## config.mk

```make
export PLATFORM = sky130hd
export DESIGN_NAME = core_scheduler
export DESIGN_NICKNAME = d
export VERILOG_FILES = /design/src/rtl/core_scheduler.sv
export SDC_FILE = /design/constraint.sdc
export NUM_CORES = 1
export LEC_CHECK = 0
export CORE_ASPECT_RATIO = 0.9
export CORE_MARGIN = 2
export CORE_UTILIZATION = 36
export CTS_CLUSTER_DIAMETER = 40
export DETAILED_ROUTE_END_ITERATION = 8
export PLACE_DENSITY = 0.93
export SYNTH_ARGS = -nofsm -noshare
export SYNTH_HDL_FRONTEND = slang
export SYNTH_SLANG_ARGS = --single-unit
```

## constraint.sdc

```tcl
create_clock -name clk -period 2.6 [get_ports clk]
set_input_delay 0.52 -clock clk [delete_from_list [all_inputs] [get_ports clk]]
set_output_delay 0.52 -clock clk [all_outputs]
set_load 0.005 [all_outputs]
```

## src/rtl/core_scheduler.sv

```systemverilog
// Per-core instruction scheduler: steps FETCH..UPDATE and waits on the busy lanes' LSUs.
// Optional watchdog abort out of WAIT is enabled by defining SCHED_WATCHDOG_EN.
module core_scheduler #(
    parameter int THREADS = 4,
    parameter int PC_W    = 8
) (
    input  logic                    clk,
    input  logic                    reset_n,
    input  logic                    start,
    input  logic [3:0]              thread_count,
    input  logic [2:0]              fetcher_state,
    input  logic                    decoded_mem_read_enable,
    input  logic                    decoded_mem_write_enable,
    input  logic                    decoded_ret,
    input  logic [2*THREADS-1:0]    lsu_state,
    input  logic [PC_W*THREADS-1:0] next_pc,
    output logic [2:0]              core_state,
    output logic [PC_W-1:0]         current_pc,
    output logic                    done,
    output logic                    error
);

    localparam logic [2:0] FETCHED = 3'b010;

    typedef enum logic [2:0] {
        IDLE    = 3'b000,
        FETCH   = 3'b001,
        DECODE  = 3'b010,
        REQUEST = 3'b011,
        WAIT    = 3'b100,
        EXECUTE = 3'b101,
        UPDATE  = 3'b110,
        DONE    = 3'b111
    } state_t;

    state_t          state_q;
    logic [PC_W-1:0] pc_q;
    logic            done_q;
    logic            lanes_busy_c;
    logic [PC_W-1:0] pc_sel_c;
    logic            unused_mem_info;

    // Memory-instruction flags do not change the WAIT exit condition.
    assign unused_mem_info = decoded_mem_read_enable | decoded_mem_write_enable;

    // Busy = any active lane still requesting or waiting; next PC comes from the last active lane.
    always_comb begin
        lanes_busy_c = 1'b0;
        pc_sel_c     = next_pc[PC_W-1:0];
        for (int i = 0; i < THREADS; i++) begin
            if ((4'(i) < thread_count) &&
                ((lsu_state[2*i +: 2] == 2'b01) || (lsu_state[2*i +: 2] == 2'b10)))
                lanes_busy_c = 1'b1;
            if (4'(i) == (thread_count - 4'd1))
                pc_sel_c = next_pc[PC_W*i +: PC_W];
        end
    end

`ifdef SCHED_WATCHDOG_EN
    logic [7:0] wd_count_q;
    logic       error_q;
    logic       wd_expire_c;

    assign wd_expire_c = (state_q == WAIT) && lanes_busy_c && (wd_count_q == 8'd254);

    // Counts WAIT cycles; the 255th busy WAIT cycle aborts the block.
    always_ff @(posedge clk or negedge reset_n) begin
        if (!reset_n) begin
            wd_count_q <= 8'd0;
            error_q    <= 1'b0;
        end else begin
            if (state_q == REQUEST)
                wd_count_q <= 8'd0;
            else if (state_q == WAIT)
                wd_count_q <= wd_count_q + 8'd1;
            if (wd_expire_c)
                error_q <= 1'b1;
            else if ((state_q == DONE) && !start)
                error_q <= 1'b0;
        end
    end

    assign error = error_q;
`else
    logic wd_expire_c;

    assign wd_expire_c = 1'b0;
    assign error       = 1'b0;
`endif

    // Scheduler state machine; every output is a flop.
    always_ff @(posedge clk or negedge reset_n) begin
        if (!reset_n) begin
            state_q <= IDLE;
            pc_q    <= '0;
            done_q  <= 1'b0;
        end else begin
            case (state_q)
                IDLE: begin
                    if (start) begin
                        state_q <= FETCH;
                        pc_q    <= '0;
                    end
                end
                FETCH: begin
                    if (fetcher_state == FETCHED)
                        state_q <= DECODE;
                end
                DECODE:  state_q <= REQUEST;
                REQUEST: state_q <= WAIT;
                WAIT: begin
                    if (!lanes_busy_c) begin
                        state_q <= EXECUTE;
                    end else if (wd_expire_c) begin
                        state_q <= DONE;
                        done_q  <= 1'b1;
                    end
                end
                EXECUTE: state_q <= UPDATE;
                UPDATE: begin
                    if (decoded_ret) begin
                        state_q <= DONE;
                        done_q  <= 1'b1;
                    end else begin
                        state_q <= FETCH;
                        pc_q    <= pc_sel_c;
                    end
                end
                DONE: begin
                    if (!start) begin
                        state_q <= IDLE;
                        done_q  <= 1'b0;
                    end
                end
            endcase
        end
    end

    assign core_state = state_q;
    assign current_pc = pc_q;
    assign done       = done_q;

endmodule

```

* Word-level counts from Yosys, hierarchy flattened *
Index checks and enable logic that the tools add are counted.

word-level totals
  register bits = 12
  bits in latches = 0
  memory bits (writable) = 0
  memory bits (read-only) = 0
  input bits = 53
  output and inout port bits = 13
  logic and storage cells = 66
  memories kept = 0

cells by class
  add/sub/neg operators = 1
  multiply operators = 0
  div/mod/pow operators = 0
  $lt $le $gt $ge = 4
  eq/ne operators = 25
  shift-type cells = 0
  muxes and demuxes = 19
  bitwise logic cells = 0
  reduce and logical (&&, ||, !) cells = 14

operator list
  kind                                                                    count
  8-bit two-way mux                                                       5
  3-bit one-hot mux with 8 select lines                                   1
  8-bit one-hot mux with 2 select lines                                   1
  3-bit two-way mux                                                       5
  3-bit equality test (second input constant)                             4
  2-bit != test (second input constant)                                   6
  3-bit by 2-bit equality test with 1-bit output (second input constant)  3
  2-bit by 1-bit equality test with 1-bit output (second input constant)  4
  2-bit equality test (second input constant)                             4
  2-bit by 4-bit equality test with 1-bit output (first input constant)   2
  1-bit by 4-bit < comparator with 1-bit output (first input constant)    2
  2-bit by 4-bit < comparator with 1-bit output (first input constant)    2
  1-bit two-way mux                                                       6
  3-bit AND reduction                                                     2
  1-bit by 4-bit equality test with 1-bit output (first input constant)   1
  1-bit logical AND                                                       4
  1-bit logical OR                                                        4
  4-bit AND reduction                                                     1
  2-bit nonzero test                                                      2
  4-bit by 1-bit subtractor with 4-bit output (second input constant)     1
  3-bit by 1-bit equality test with 1-bit output (second input constant)  1
  3-bit zero test                                                         1
  1-bit one-hot mux with 2 select lines                                   1

* Logic depth before layout (Yosys ltp) *
Gate-level depths: netlist of the first run.

  depth in word-level cells = 9
  mapped depth = 5
  depth with buffers taken out = 4

* Worst setup path after synthesis of the first run *
No wires, ideal clock.

  path kind = input -> register
  from = input thread_count[1]
  to = register state_q[0] (netlist: core_state[0])
  arrival = 1.453 ns
  path slack = 1.057 ns
  stages = 3
  buffers on the path = 0
  cell sequence = or3_2 a2111o_1 o2111ai_1

on the way
  cells in the longest elaborated chain, start to end = 8
  elaborated cells on any way between the ends = 14

ends and longest elaborated chain
  element                                        line  RTL
  start: declaration                             10    input logic [3:0] thread_count,
  1-bit by 4-bit < comparator with 1-bit output  51    if ((4'(i) < thread_count) &&
  1-bit logical AND                              51
  1-bit two-way mux (3 in a row)                 51
  1-bit two-way mux *                            51
  2-bit != test (no line) *                      -
  4-bit AND reduction (no line) *                -
  end signal: assignment                         94    state_q <= IDLE;
  end signal: assignment                         101   state_q <= FETCH;
  end signal: assignment                         107   state_q <= DECODE;
  end: declaration                               36    state_t state_q;

Every way passes the cells marked *; elsewhere a longest branch is shown, timed or not.
A chain may end at the register's enable or synchronous reset.

* Final worst setup path of the first run *
  from = input thread_count[1]
  to = register pc_q[3] (netlist: current_pc[3])

on the way
  cells in the longest elaborated chain, start to end = 7
  elaborated cells on any way between the ends = 9

ends and longest elaborated chain
  element                                         line  RTL
  4-bit by 1-bit subtractor with 4-bit output *   54    if (4'(i) == (thread_count - 4'd1))
  1-bit by 4-bit equality test with 1-bit output  54
  8-bit two-way mux (2 in a row)                  54
  8-bit two-way mux *                             54
  8-bit two-way mux *                             121   if (decoded_ret) begin
  8-bit one-hot mux with 2 select lines *         98    case (state_q)
  end signal: assignment                          126   pc_q <= pc_sel_c;
  end: declaration                                37    logic [PC_W-1:0] pc_q;

Every way passes the cells marked *; elsewhere a longest branch is shown, timed or not. The select of a mux whose other input is x is not followed.

==> results.yml, run 1 <==
run_status:
  outcome: "finished, final reports clean"
detailed_routing:
  drtPass1Iterations: 4
  via_count: 1057
  wl_mm: 2.76
  drtIter0Drc: 28
  wl_per_cell_um: 14.2
  ant_nets: 0
  route.detailed.drc: 0
  vias_per_cell: 5.42
global_route:
  grt_util_all_layers_pct: 19.0
  grt-ovfl-total: 0
  grt_max_degree: 13
  grt_pass1_wl_mm: 4.17
  grt_pass1_vias: 980
  antenna_found_initial: 0
worst_setup_path:
  r2r_cells: 4
  r2r_end: "current_pc[3]"
  crit_path_max_incr_delay_ps: 550
  start_kind: "primary input"
  endpoint_kind: "flip-flop"
  crit_path_cell_trace: "clkdlybuf4s50_1 -> or2b_2 -> a21oi_4 -> nor2_2 -> o31ai_2"
  cp.required_ps: 2770
  cp_max_fo: 9
  r2r_slack_ps: 970
  timing.rr.start: "core_state[2]"
  arrival_ps: 2150
  path_class: "primary input to flip-flop"
  crit_path_top_delay_cell: "clkdlybuf4s50_1"
logic_synthesis:
  yosys.area.top_type: "dfrtp_1"
  synth_area_leaders: "dfrtp_1, o22ai_1, o21ai_0, o31ai_1, and2_1"
  syn_nets: 162
  netlist_area_um2: 876
  synth-seq-cells: 12
  synth_warnings: 0
  syn_area_per_cell_um2: 8.04
  ys_types: 33
  seq_area_frac_synth_pct: 34.3
  syn_inst: 109
  synth_top_area_share_pct: 34.3
finish:
  drive_above_1_share_pct: 5.95
  final_common_cell: "clkdlybuf4s50_1"
  fill_cells: 197
  antenna_cells: 0
  syn2layout_area_growth_pct: 73.0
  mostFrequentLayoutCells: "clkdlybuf4s50_1, nor2_1, o21ai_0, nand2_1, dfrtp_1"
  nets: 223
hold_path:
  hold_depth: 2
  min_path_type: "flip-flop to flip-flop"
  worstHoldStart: "current_pc[0]"
  hold_end: "current_pc[0]"
pwr:
  fin_total_pwr_uw: 837
  power_frac_comb_pct: 47.8
  p_leak_nw: 0.573
  sequentialPowerShare_pct: 38.8
  power.internal_uw: 543
  power.density_nw_per_um2: 552
  pwr-share-clk_pct: 13.3
  switching_share_pct: 35.1
  ir_drop_v: 0.000342
  p_switching_uw: 294
clocking:
  cts_resized: 0
  cts.path.max_buffers: 2
  cts_buffers: 3
  htreeDepth: 1
  clk_latency_ps: 270
  hold_buffers: 0
  cts.root.buffer_cell: "clkbuf_4"
  cts_tree: "done"
  post_cts_buffers: 0
  clock_sinks: 12
  clkTransAtPathRegs_ps: 70
sta:
  finalCriticalPeriod_ps: 1970
  relSlewSlack_pct: 64.2
  worstMarginPinSlew_ps: 535
  finalCritPeriodShare_pct: 75.9
  finalHoldViolCount: 0
  clock.fmax_ghz: 0.507
  setup_viol: 0
  setup_tns_ps: 0
  rsz0062_at_grt: "false"
  clock_skew_ps: 5.22
  drv_slew: 0
floorplanning:
  die_area_um2: 2840
  fp.coreArea_um2: 2240
  die_w_um: 56.0
  row_count: 16
  dieHeight_um: 50.8
  initial_core_util_pct: 39.1
  ios: 66
run:
  maxCapViolations: 0
placement:
  port_buffers: 62
  dpl.hpwl_mm: 2.27
  place.gp.congestion: 0.752
[routing by layer]
| metal | share of wire [%] | GRT usage, % | wire length [um] |
|---|---|---|---|
| met4 | 1.9 | 7.54 | 52 |
| met5 | 0 | 0 | 0 |
| met2 | 55 | 38.2 | 1530 |
| met3 | 7.4 | 3.61 | 205 |
| met1 | 35 | 19.0 | 976 |
[cell usage after synthesis (all sizes together)]
cell type / count
nor3b: 1
a21oi: 5
nor2: 13
nor4: 1
o31ai: 8
a21o: 1
inv: 2
o22ai: 10
nand2: 12
o2111ai: 1
nand3: 2
xnor2: 4
nand3b: 2
or2b: 2
buf: 4
a31oi: 1
conb: 1
clkbuf: 2
a2111o: 1
or3b: 2
o21ai: 12
dfrtp: 12
and2: 8
nor3: 1
or3: 1
[logic make-up after synthesis]
kind of cell           synth area share, %
other                                0.428
buffers and inverters                 5.14
AND/OR/NAND/NOR                       26.7
flip-flops                            34.3
AO/OA/AOI/OAI                         29.4
XOR/XNOR                              4.00
[stage by stage]
stage	setup WS, ps	std cells	util, %	hold WS, ps	area [um2]
CTS	653	195	67.6	488	1520
floorplan	1060	109	-	224	876
global placement	475	192	66.6	458	1490
detailed placement	365	192	66.6	474	1490
global route	556	195	67.6	514	1520
finish	627	195	67.6	488	1520
[power by group through the flow]
stage	clock network (mW)	logic (mW)	registers, mW
6_report	0.111	0.400	0.325
5_1_grt	0.117	0.435	0.336
4_1_cts	0.112	0.402	0.322
3_5_place_dp	0	0.399	0.326
3_3_place_gp	0	0.387	0.321
2_1_floorplan	0	0.216	0.283
[area by class of cell]
type	instances	area, um2	area share, %
clock buffer	3	22.5	1.49
inverter	2	7.51	0.495
multi-input combinational	89	531	35.0
sequential	12	300	19.8
tap	27	33.8	2.23
timing repair buffer	62	621	41.0
[critical path: cells and delay by family]
| kind | cells | cell delay, ps |
|---|---|---|
| AOI/OAI and AO/OA | 2 | 580 |
| buffers and inverters | 1 | 550 |
| and+or+nand+nor | 2 | 490 |
[sequential cells by signal (all words and copies together) (netlist names)]
signal	flops
current_pc	8
core_state	3
done	1
[worst max path at each step]
stage	slack, ps	end	cells after the start	start
finish	630	current_pc[3]	5	thread_count[1]
detailed placement	370	current_pc[3]	5	thread_count[1]
global route	560	current_pc[6]	5	thread_count[1]
CTS	650	current_pc[3]	5	thread_count[1]
global placement	480	current_pc[3]	5	thread_count[1]
floorplan	1060	core_state[0]	3	thread_count[1]
No activity file was read; power rests on OpenSTA's default activity.
==> run 2, diff against run 1 <==
CORE_UTILIZATION = 30   (was 36)
PLACE_DENSITY = 0.83   (was 0.93)
clock period = 1.6 ns   (was 2.6 ns; I/O delays follow)
==> results.yml, run 2 (same netlist as run 1, synthesis figures left out) <==
run_status:
  outcome: "finished, final reports clean"
placement:
  port_buffers: 62
  dpl.hpwl_mm: 2.44
  dpl_cell_area_um2: 1600
  place.gp.congestion: 0.818
  place_inst: 216
global_route:
  grt_max_degree: 13
  antenna_found_initial: 0
  grt_pass1_vias: 1191
  grt-ovfl-total: 0
  grt_pass1_wl_mm: 4.96
  grt_util_all_layers_pct: 19.1
clocking:
  cts.root.buffer_cell: "clkbuf_4"
  cts.path.max_buffers: 2
  clkTransAtPathRegs_ps: 80
  cts_buffers: 3
  clock_sinks: 12
  clk_latency_ps: 280
  cts_tree: "done"
  htreeDepth: 1
worst_setup_path:
  r2r_end: "current_pc[5]"
  crit_path_top_delay_cell: "clkdlybuf4s50_1"
  crit_path_max_incr_delay_ps: 490
  timing.rr.start: "core_state[1]"
  r2r_cells: 7
  endpoint_kind: "output port"
  cp.required_ps: 1280
  path_class: "flip-flop to output port"
  crit_path_cell_trace: "buf_6 -> clkdlybuf4s50_1"
  crit_family: "buffers and inverters"
  r2r_slack_ps: 150
  arrival_ps: 1230
  cp_num_buf_inv: 2
  cp_max_fo: 2
  start_kind: "flip-flop"
detailed_routing:
  route.detailed.drc: 0
  drtPass1Iterations: 4
  ant_nets: 0
  wl_per_cell_um: 14.2
  via_count: 1147
  vias_per_cell: 5.14
  drtIter0Drc: 64
  wl_mm: 3.16
run:
  maxCapViolations: 0
finish:
  antenna_cells: 0
  multi_input_area_um2: 546
  stdcell_count: 223
  largest_reg_flops: 8
  seq_area_um2: 300
  syn2layout_area_growth_pct: 91.4
  fin_area_um2: 1680
  drive_above_1_share_pct: 14.8
  final_common_cell: "clkdlybuf4s50_1"
  nets: 238
  fill_cells: 265
sta:
  finalHoldViolCount: 0
  relSlewSlack_pct: 62.1
  clock.fmax_ghz: 0.644
  rsz0062_at_grt: "false"
  finalCriticalPeriod_ps: 1550
  holdWs_ps: 401
  drv_slew: 0
  finalCritPeriodShare_pct: 97.1
  setup_viol: 0
  worstMarginPinSlew_ps: 567
  clock_skew_ps: 4.34
floorplanning:
  row_count: 18
  die_w_um: 61.0
  die_area_um2: 3370
  fp.coreArea_um2: 2770
  initial_core_util_pct: 31.6
  ios: 66
  dieHeight_um: 55.3
pwr:
  power.density_nw_per_um2: 916
  ir_drop_v: 0.000378
  p_leak_nw: 0.660
hold_path:
  min_path_type: "primary input to async pin"
==> run 2: changes by cell type in the layout (fill, tap and decap cells not counted), sizes merged <==
cell	previous run	this run
buf	0	15
clkdlybuf4s50	62	60
dlygate4sd2	0	2
==> run 2: worst register-to-register path, cell delays in order (launching register included) <==
cell,delay (ps)
dfrtp_1,360
buf_6,110
buf_4,150
nand3b_1,120
nor2_1,110
buf_4,150
o21ai_0,80
o31ai_1,270
==> run 2: report_power, final <==
part           internal [mW]  total [mW]  switching, mW
combinational          0.517       0.888          0.371
sequential             0.399       0.458         0.0588
clock                 0.0873       0.191          0.103
total                   1.00        1.54          0.534
==> run 2: stage by stage <==
stage               power, mW  util [%]  TNS [ps]  setup slack, ps
floorplan               0.810         -         0              138
global placement         1.23      57.9     -2430             -289
detailed placement       1.27      57.9     -2910             -377
CTS                      1.52      60.1         0             24.2
global route             1.64      60.5         0             1.39
finish                   1.54      60.5         0             46.8
==> run 2: worst max path at each step <==
stage / startpoint / to / slack (ps) / depth (start not counted)
floorplan: core_state[2] / current_pc[3] / 140 / 5
finish: core_state[1] / core_state[1] / 50 / 2
detailed placement: thread_count[2] / current_pc[5] / -380 / 5
CTS: start / current_pc[6] / 20 / 5
global placement: thread_count[2] / current_pc[3] / -290 / 5
global route: core_state[1] / core_state[1] / 1 / 2
==> run 2: per-layer routing <==
layer	vias to the layer above	GRT usage, %	part of all wire [%]	wire length (um)
met3	16	1.17	6.5	205
met1	519	21.6	38	1200
li1	542	-	-	-
met4	0	9.63	3.3	103
met2	70	34.6	52	1660
met5	-	0	0	0
==> run 2: layout make-up <==
class                           count  area share, %
Timing Repair Buffer               77           44.8
Multi-Input combinational cell     89           32.5
Sequential cell                    12           17.9
Tap cell                           40           2.99
Clock buffer                        3           1.34
Inverter                            2          0.448
==> run 2: timing repair <==
item / CTS / global route
pin swaps: 2 / 0
setup endpoints to repair: 10 / 6
setup buffers: 4 / 0
gates resized for setup: 5 / 3
hold buffers: 0 / 0
